<file path="config.mk">
export PLATFORM = sky130hd
export DESIGN_NAME = serial_frame_rx
export DESIGN_NICKNAME = d
export VERILOG_FILES = /design/src/rtl/serial_frame_rx.sv
export SDC_FILE = /design/constraint.sdc
export NUM_CORES = 1
export LEC_CHECK = 0
export ABC_AREA = 1
export BUFFER_PORTS_ARGS = -buffer_cell sky130_fd_sc_hd__clkbuf_2
export CAP_MARGIN = 15
export CORE_ASPECT_RATIO = 0.6
export CORE_UTILIZATION = 45
export CTS_CLUSTER_SIZE = 20
export DETAILED_ROUTE_END_ITERATION = 10
export GPL_TIMING_DRIVEN = 0
export PLACE_DENSITY = 0.74
export SLEW_MARGIN = 20
export SYNTH_ARGS = -nofsm -noshare
export SYNTH_HDL_FRONTEND = slang
export SYNTH_SLANG_ARGS = --single-unit
export TNS_END_PERCENT = 30
</file>
<file path="constraint.sdc">
create_clock -name clk -period 2.7 [get_ports clk]
set_input_delay 0.27 -clock clk [delete_from_list [all_inputs] [get_ports clk]]
set_output_delay 0.27 -clock clk [all_outputs]
set_load 0.05 [all_outputs]
</file>
<file path="src/rtl/serial_frame_rx.sv">
// rtl/serial_frame_rx.sv - serial frame receiver: preamble hunt, LSB-first payload, 0/1/0 trailer check
// Optional FRAME_RX_REPEAT_CHECK_EN: present a good word only when it repeats the previous good word.
module serial_frame_rx #(
   parameter int DATA_W       = 5,
   parameter int PREAMBLE_LEN = 4
) (
   input  logic              clk,
   input  logic              rst_n,
   input  logic              serial_in,
   output logic [DATA_W-1:0] data_out,
   output logic              data_valid,
   output logic              frame_err,
   output logic              locked
);
   localparam int ONES_W = $clog2(PREAMBLE_LEN + 1);
   localparam int BIT_W  = $clog2(DATA_W + 1);
   localparam logic [ONES_W-1:0] C_ONES_SAT = ONES_W'(PREAMBLE_LEN);
   localparam logic [ONES_W-1:0] C_ONES_ONE = ONES_W'(1);
   localparam logic [BIT_W-1:0]  C_BIT_LAST = BIT_W'(DATA_W - 1);

   typedef enum logic [1:0] {S_HUNT, S_DATA, S_TRAIL} state_t;

   state_t              r_state, w_state_nxt;
   logic                r_in_q;
   logic [ONES_W-1:0]   r_ones_cnt, w_ones_nxt;
   logic [BIT_W-1:0]    r_bit_cnt, w_bit_nxt;
   logic [1:0]          r_trl_cnt, w_trl_nxt;
   logic [DATA_W-1:0]   r_shift;
   logic [DATA_W-1:0]   r_data_out;
   logic                r_data_valid, r_frame_err, r_locked;
   logic                w_trl_ok, w_good, w_err, w_present;

   always_ff @(posedge clk or negedge rst_n) begin
      if (!rst_n) begin
         r_in_q     <= 1'b1;
         r_state    <= S_HUNT;
         r_ones_cnt <= '0;
         r_bit_cnt  <= '0;
         r_trl_cnt  <= '0;
         r_shift    <= '0;
      end else begin
         r_in_q     <= serial_in;
         r_state    <= w_state_nxt;
         r_ones_cnt <= w_ones_nxt;
         r_bit_cnt  <= w_bit_nxt;
         r_trl_cnt  <= w_trl_nxt;
         if (r_state == S_DATA)
            r_shift[r_bit_cnt] <= r_in_q;
      end
   end

   always_comb begin
      w_state_nxt = r_state;
      w_ones_nxt  = r_ones_cnt;
      w_bit_nxt   = r_bit_cnt;
      w_trl_nxt   = r_trl_cnt;
      case (r_state)
         S_HUNT: begin
            if (r_in_q) begin
               if (r_ones_cnt != C_ONES_SAT)
                  w_ones_nxt = r_ones_cnt + C_ONES_ONE;
            end else if (r_ones_cnt == C_ONES_SAT) begin
               w_state_nxt = S_DATA;
               w_bit_nxt   = '0;
               w_ones_nxt  = '0;
            end else begin
               w_ones_nxt  = '0;
            end
         end
         S_DATA: begin
            if (r_bit_cnt == C_BIT_LAST) begin
               w_state_nxt = S_TRAIL;
               w_trl_nxt   = '0;
            end else begin
               w_bit_nxt   = r_bit_cnt + 1'b1;
            end
         end
         S_TRAIL: begin
            // A wrong trailer bit is fed straight back into the preamble hunt.
            if (!w_trl_ok) begin
               w_state_nxt = S_HUNT;
               w_ones_nxt  = r_in_q ? C_ONES_ONE : '0;
            end else if (r_trl_cnt == 2'd2) begin
               w_state_nxt = S_HUNT;
               w_ones_nxt  = '0;
            end else begin
               w_trl_nxt   = r_trl_cnt + 1'b1;
            end
         end
         default: w_state_nxt = S_HUNT;
      endcase
   end

`ifdef FRAME_RX_REPEAT_CHECK_EN
   logic [DATA_W-1:0] r_prev;
   logic              r_prev_vld;

   always_ff @(posedge clk or negedge rst_n) begin
      if (!rst_n) begin
         r_prev     <= '0;
         r_prev_vld <= 1'b0;
      end else if (w_err) begin
         r_prev_vld <= 1'b0;
      end else if (w_good) begin
         r_prev     <= r_shift;
         r_prev_vld <= 1'b1;
      end
   end
`endif

   always_comb begin
      w_trl_ok  = (r_in_q == (r_trl_cnt == 2'd1));
      w_err     = (r_state == S_TRAIL) && !w_trl_ok;
      w_good    = (r_state == S_TRAIL) && w_trl_ok && (r_trl_cnt == 2'd2);
`ifdef FRAME_RX_REPEAT_CHECK_EN
      w_present = w_good && r_prev_vld && (r_prev == r_shift);
`else
      w_present = w_good;
`endif
   end

   always_ff @(posedge clk or negedge rst_n) begin
      if (!rst_n) begin
         r_data_out   <= '0;
         r_data_valid <= 1'b0;
         r_frame_err  <= 1'b0;
         r_locked     <= 1'b0;
      end else begin
         r_data_valid <= w_present;
         r_frame_err  <= w_err;
         if (w_present)
            r_data_out <= r_shift;
         if (w_err)
            r_locked <= 1'b0;
         else if (w_good)
            r_locked <= 1'b1;
      end
   end

   assign data_out   = r_data_out;
   assign data_valid = r_data_valid;
   assign frame_err  = r_frame_err;
   assign locked     = r_locked;

endmodule

</file>
# Word-level counts from Yosys, hierarchy flattened
# Cells that the tools add are included.
[op_classes]
n_eq_ne = 16
add_sub_neg = 3
order_cmp = 2
n_mux = 25
n_reduce_logical = 14
[ops]
columns = ["operator", "n"]
rows = [
  ["two-way mux 3 bit", 7],
  ["two-way mux 2 bit", 8],
  ["case mux 3 bit (2 select lines)", 2],
  ["AND reduction 4 bit", 3],
  ["!= test 2 bit, second input constant", 5],
  ["!= test 3 bit, second input constant", 3],
  ["nonzero test 2 bit", 4],
  ["adder 3 x 1 -> 3 bit, second input constant", 2],
  ["equality test 3 bit, second input constant", 2],
  ["case mux 2 bit (3 select lines)", 1],
  ["bitwise mux 5 bit", 1],
  ["equality test 2 x 1 -> 1 bit, second input constant", 2],
  ["equality test 2 bit, second input constant", 2],
  ["logical AND 1 bit", 4],
  ["less-than comparator 3 x 4 -> 1 bit, second input constant", 1],
  ["two-way mux 1 bit", 4],
  ["case mux 2 bit (2 select lines)", 1],
  ["demux 1 bit (select 3 bit)", 1],
  [">= comparator 3 x 1 -> 1 bit, second input constant", 1],
  ["AND reduction 3 bit", 1],
  ["adder 2 x 1 -> 2 bit, second input constant", 1],
  ["zero test 2 bit", 1],
  ["!= test 2 x 1 -> 1 bit, second input constant", 1],
  ["equality test 1 bit", 1],
  ["zero test 1 bit", 1],
]
[word_totals]
elab_cells = 70
output_inout_bits = 8
inputBits = 3
reg_bits = 24

# Depth between registers and ports, before layout
# Gate-level depths: netlist of run 1.
[depth]
ltp_word = 6
mapped_depth = 10
depth_no_buf = 10

# Least setup slack after synthesis of run 1
# Ideal clock, no wire load.
[synth_path]
kind = "reg2reg"
start = "register r_trl_cnt[1]"
end = "register r_ones_cnt[2]"
required_time_ns = 2.583
arrival_time_ns = 1.327
stages_incl_launch_ff = 11
path_buffers = 0
synth_period_minus_slack_ns = 1.444
path_slack_ns = 1.256
setup_time_ns = 0.117
path_cell_list = "dfrtp_1 > inv_1 > ha_1 > inv_1 > ha_1 > inv_1 > nor2_1 > nand2_1 > nand3_1 > nand2_1 > nand2_1"
[synth_between]
elab_chain_len = 4
elab_cells_between_ends = 7
classes_between = "4 x eq/ne; 2 x mux; 1 x reduce/logical"
[synth_rtl]
columns = ["element", "line_no", "text"]
rows = [
  ["start, declared", "27", "logic [1:0] r_trl_cnt, w_trl_nxt;"],
  ["start signal, assigned", "46", "r_trl_cnt <= w_trl_nxt;"],
  ["equality test 2 x 1 -> 1 bit", "112", "w_trl_ok = (r_in_q == (r_trl_cnt == 2'd1));"],
  ["equality test 1 bit", "112", ""],
  ["!= test 3 bit (no line) or two-way mux 3 bit (tied branches)", "-", ""],
  ["AND reduction 3 bit (no line) or case mux 3 bit (2 select lines) (tied branches)", "-", ""],
  ["end signal, assigned", "44", "r_ones_cnt <= w_ones_nxt;"],
  ["end, declared", "25", "logic [ONES_W-1:0] r_ones_cnt, w_ones_nxt;"],
]
# Parallel ways exist; a longest one is shown, timed or not.
# A chain may end at the register's enable or synchronous reset.

# Worst setup path in the final report of run 1
[layout_path]
start = "register r_trl_cnt[1]"
end = "register r_ones_cnt[1]"
# The elaborated chain is that of the path after synthesis.

==> impl_metrics.yaml, run 1 <==
floorplanning:
  initial_core_util_pct: 47.9
  boundaryPins: 11
  chipHeight_um: 42.1
  core_um2: 2520
  fp-row-count: 14
  die_width_um: 68.9
  dieArea_um2: 2900
grt:
  grt_max_degree: 25
  grt_pass1_vias: 844
  antenna_found_initial: 0
  grt_overflow: 0
  grt_pass1_wl_mm: 3.74
  grt_use_total_pct: 17.8
critical_path:
  crit_arrival_ns: 1.88
  cp_max_fo: 4
  critPathRequiredTime_ns: 2.91
  crit_family: "simple AND/OR/NAND/NOR gates"
  crit_type: "register to register"
  max_stage_delay_ns: 0.40
  path_buf_inv: 3
  crit_slowest_cell: "dfrtp_1"
  cp-start-kind: "register"
  worstPathCellList: "inv_1, ha_1, inv_1, ha_1, inv_1, nor2_1, nand2_1, nand3_1, nand2_1, nand2_1"
  crit_path_end_kind: "register"
sta:
  rsz0062_at_grt: "no"
  fmax_mhz: 601
  worst_pin_slew_ns: 0.587
  setup_tns_ns: 0
  maxSlewViolCount: 0
  max-slew-margin-rel_pct: 60.8
  hold_ws_ns: -0.0163
  min_period_ns: 1.66
  hold_viol_final: 23
  setup-violations-final: 0
  finalCritPeriodShare_pct: 61.6
  skew_ns: 0.000821
pwr:
  p_seq_share_pct: 43.5
  internal_power_uw: 743
  powerDensity_nw_per_um2: 836
  peakVddDrop_mv: 0.407
  combPwrFrac_pct: 28.6
  leakage_uw: 0.000730
  switchingPower_uw: 401
  clock_power_share_pct: 27.9
  sw_frac_of_total_pct: 35.1
flow_run:
  cap_violations: 0
hold_path:
  hold_path_class: "input port to async pin"
detailed_routing:
  final_antenna_net_count: 0
  routedWlPerCell_um: 11.8
  vias: 913
  drt_pass1_iterations: 4
  via_per_inst: 4.91
  drt_iter0_markers: 82
  drc_errors: 0
  wl_mm: 2.20
cts:
  ctsHoldBuffers: 0
  cts_resized: 0
  cts.reportedPaths.clkPinSlew_ns: 0.09
  cts-root-buf: "clkbuf_8"
  cts_sinks: 24
  cts_tree: "done"
  clk_latency_ns: 0.27
  cts_buffer_depth: 2
  htreeDepth: 1
  cts_buffers: 3
  post_cts_buffers: 0
final_layout:
  nFillCells: 236
  drive_above_1_share_pct: 20.8
  multi_input_comb_area_um2: 536
  fin_nets: 165
  seqCellArea_um2: 602
  final_area_um2: 1370
  area_growth_pct: 13.4
  antennaDiodeCount: 0
place:
  dpl-instance-area_um2: 1300
  routabilityCongestion: 0.823
  dpl.hpwl_mm: 1.69
  port_buffers: 10
synthesis:
  yosys.area.top_type: "dfrtp_1"
  syn_area_per_cell_um2: 8.62
  syn_nets: 150
  synth_cell_types: 21
  synth.area.top_cells: "dfrtp_1, nand2_1, ha_1, nand3_1, inv_1"
  yosysSeqAreaShare_pct: 49.8
  yosysWarnings: 0
  synthesis.area_um2: 1210
  synthCells: 140
  synth_edf_count: 0
  synthFlopType: "dfrtp_1"
  synth_seq_cells: 24
  netlist.area_leader.share_pct: 47.7
  netlist_top_cells_count: "nand2_1, dfrtp_1, nand3_1"
  synth.most_common_cell: "nand2_1"
  async_flop_share_pct: 100
run_status:
  status: "complete, but fails checks"
  violations: "negative hold slack"
-- layer usage --
layer  wire, µm  track usage [%]  vias to the layer above
met5          0                0                        -
met4          8             2.45                        0
met3         98             6.52                        2
met2        957             25.2                       19
met1       1130             26.4                      422
li1           -                -                      470
-- placed cells by master, fill, tap and decap left out, types with 2 or more instances in the layout --
master,n
clkbuf_2,10
clkbuf_8,3
dfrtp_1,23
ha_1,7
inv_1,12
inv_2,3
nand2_1,48
nand2_2,4
nand2_4,2
nand3_1,13
nand3_2,2
nor2_1,11
nor2_4,2
o21ai_1,4
-- path summary, 6_finish.rpt --
| path | start | end | slack [ns] | depth (start not counted) |
|---|---|---|---|---|
| setup / recovery | r_trl_cnt[1] | r_ones_cnt[1] | 1.04 | 10 |
| hold / removal | rst_n | data_out[2] | -0.02 | 1 |
| setup reg to reg | r_trl_cnt[1] | r_ones_cnt[1] | 1.04 | 10 |
| hold reg to reg | data_out[1] | data_out[1] | 0.48 | 2 |
| max in group asynchronous | rst_n | data_out[3] | 2.34 | 1 |
| min in group clk | serial_in | r_in_q | 0.07 | 1 |
-- through the flow --
step	total power, µW	util (%)	cells	worst slack [ns]
floorplan	756	-	140	1.26
global placement	810	51.4	182	1.11
detailed placement	830	51.4	182	1.04
CTS	1150	54.3	186	1.02
global route	1220	54.3	186	0.821
finish	1140	54.3	186	1.04
-- power groups by stage --
stage | Clock (µW) | Combinational (µW) | Sequential [µW]
floorplan | 0 | 267 | 489
global placement | 0 | 309 | 501
detailed placement | 0 | 328 | 502
CTS | 320 | 329 | 496
global route | 335 | 377 | 507
finish | 319 | 327 | 498
-- cell families after synthesis --
logic type	after synthesis	synth area share, %
simple gates	84	33.2
flops	24	49.8
buf+inv	17	5.80
compound gates	7	3.21
fa+ha+maj	7	7.25
xor+xnor	1	0.726
-- sequential cells by signal, summed over array words and instances, names as in the netlist, 2 cells and up --
name        flops
data_out        5
r_bit_cnt       3
r_ones_cnt      3
r_shift         5
r_state         2
r_trl_cnt       2
-- layout make-up --
type	instances	share of cell area [%]
Clock buffer	3	3.02
Clock inverter	1	2.19
Timing Repair Buffer	10	3.66
Sequential cell	24	44.0
Tap cell	32	2.93
Buffer	1	0.366
Inverter	16	4.75
Multi-Input combinational cell	99	39.1
No activity file was read; power rests on OpenSTA's default activity.
==> run 2: changes to the inputs <==
Settings changed: PLACE_DENSITY 0.74 to 0.77.
Clock period 2.7 ns to 1.5 ns, I/O delays scaled along.
==> impl_metrics.yaml, run 2 (synthesis gave the netlist of run 1 again) <==
run_status:
  status: "complete, no violations"
detailed_routing:
  met2_length_mm: 1.09
  met1_length_mm: 1.07
  wl_mm: 2.34
  drc_errors: 0
  via_per_inst: 5.06
  drt_iter0_markers: 53
  final_antenna_net_count: 0
  routedWlPerCell_um: 12.2
  dr.max_layer_used: "met4"
  wl_met3_um: 162
  drt_pass1_iterations: 4
  vias: 971
sta:
  rsz0062_at_grt: "yes"
  max-slew-margin-rel_pct: 61.4
  setup-violations-final: 0
  worst_pin_slew_ns: 0.579
  maxSlewViolCount: 0
  fmax_mhz: 682
  finalCritPeriodShare_pct: 97.8
  skew_ns: 0.00188
  hold_viol_final: 0
  min_period_ns: 1.47
  setup_tns_ns: 0
cts:
  cts_buffer_depth: 2
  clk_latency_ns: 0.27
  cts.reportedPaths.clkPinSlew_ns: 0.09
  cts-root-buf: "clkbuf_8"
  cts_sinks: 24
  cts_tree: "done"
  htreeDepth: 1
  cts_buffers: 3
final_layout:
  final_cell_mix: "nand2_1, dfrtp_1, nand3_1"
  drive_above_1_share_pct: 28.7
  area_growth_pct: 22.0
  final_common_cell: "nand2_1"
  final_cells: 192
  final_area_um2: 1470
  nFillCells: 222
  antennaDiodeCount: 0
  fin_nets: 171
critical_path:
  cp-start-kind: "register"
  worstReg2RegStart: "r_trl_cnt[1]"
  cp_max_fo: 4
  regToRegSetupSlack_ns: 0.03
  crit_arrival_ns: 1.68
  crit_type: "register to register"
  crit_path_end_kind: "register"
  critPathRequiredTime_ns: 1.72
  reg2regPathDepth: 10
  worstPathCellList: "inv_1, ha_2, inv_2, ha_4, inv_2, nor2_4, nand2_4, nand3_4, nand2_2, nand2_2"
  max_stage_delay_ns: 0.39
  reg2reg_to: "r_ones_cnt[2]"
  crit_slowest_cell: "dfrtp_1"
floorplanning:
  fp-row-count: 14
  boundaryPins: 11
  chipHeight_um: 42.1
  initial_core_util_pct: 47.9
  core_um2: 2520
  dieArea_um2: 2900
  die_width_um: 68.9
hold_path:
  hold_path_class: "input port to async pin"
place:
  routabilityCongestion: 0.892
  dpl-instance-area_um2: 1300
  port_buffers: 10
  dpl.hpwl_mm: 1.73
  dp_cells: 182
flow_run:
  cap_violations: 0
pwr:
  powerDensity_nw_per_um2: 1430
  leakage_uw: 0.000775
  peakVddDrop_mv: 0.584
grt:
  grt_overflow: 0
  grt_pass1_vias: 890
  grt_max_degree: 25
  antenna_found_initial: 0
  grt_use_total_pct: 18.9
  grt_pass1_wl_mm: 3.89
## run 2: changes by cell type in the layout (fill, tap and decap cells not counted), sizes merged
cell / previous run / this run
buf: 1 / 5
dlygate4sd3: 0 / 2
## run 2: worst max-delay path: cells and delay by family (launching register included)
family                   cells  cell delay (ns)
AND/OR/NAND/NOR              5             0.43
adder cells (fa/ha/maj)      2             0.44
flip-flops                   1             0.39
buffers and inverters        3             0.14
## run 2: power by group
part | internal [µW] | total (µW) | switching (µW)
clock network | 357 | 574 | 217
registers | 773 | 903 | 130
logic | 229 | 629 | 400
## run 2: layer usage
metal	vias up	track usage, %
met1	458	24.5
met2	30	30.1
met3	4	7.07
met4	0	4.08
met5	-	0
li1	479	-
## run 2: how the worst max path moves through the flow
stage | from | endpoint
after floorplan | r_trl_cnt[1] | r_ones_cnt[2]
after global placement | r_trl_cnt[1] | r_ones_cnt[1]
after detailed placement | r_trl_cnt[1] | r_ones_cnt[2]
after CTS | r_trl_cnt[1] | r_ones_cnt[2]
after global routing | r_trl_cnt[1] | r_ones_cnt[1]
final | r_trl_cnt[1] | r_ones_cnt[2]
## run 2: metrics by stage
step                      power [µW]  hold slack [ns]  setup slack, ns  util, %
after floorplan                 1360           -0.146           0.0563        -
after global placement          1460            0.168          -0.0817     51.4
after detailed placement        1490            0.184           -0.245     51.4
after CTS                       2100            0.428           0.0162     57.8
after global routing            2220            0.483          -0.0815     58.4
final                           2110            0.396           0.0333     58.4
## run 2: layout make-up
type                    instances  area [µm²]  area share (%)
flip-flops and latches         24         602            40.9
multi-input cells              99         587            39.8
repair buffers                 16         100            6.80
inverters                      16        67.6            4.59
clock buffers                   3        41.3            2.80
well taps                      32        40.0            2.72
clock inverters                 1        30.0            2.04
plain buffers                   1        5.00           0.340
## run 2: what timing repair did
item                                   CTS  global route
buffers inserted                         3             1
pin swaps                                4             4
hold buffers                             2             0
gates resized for setup                 11             3
endpoints found under the hold margin   24             0
setup endpoints to repair               11            10
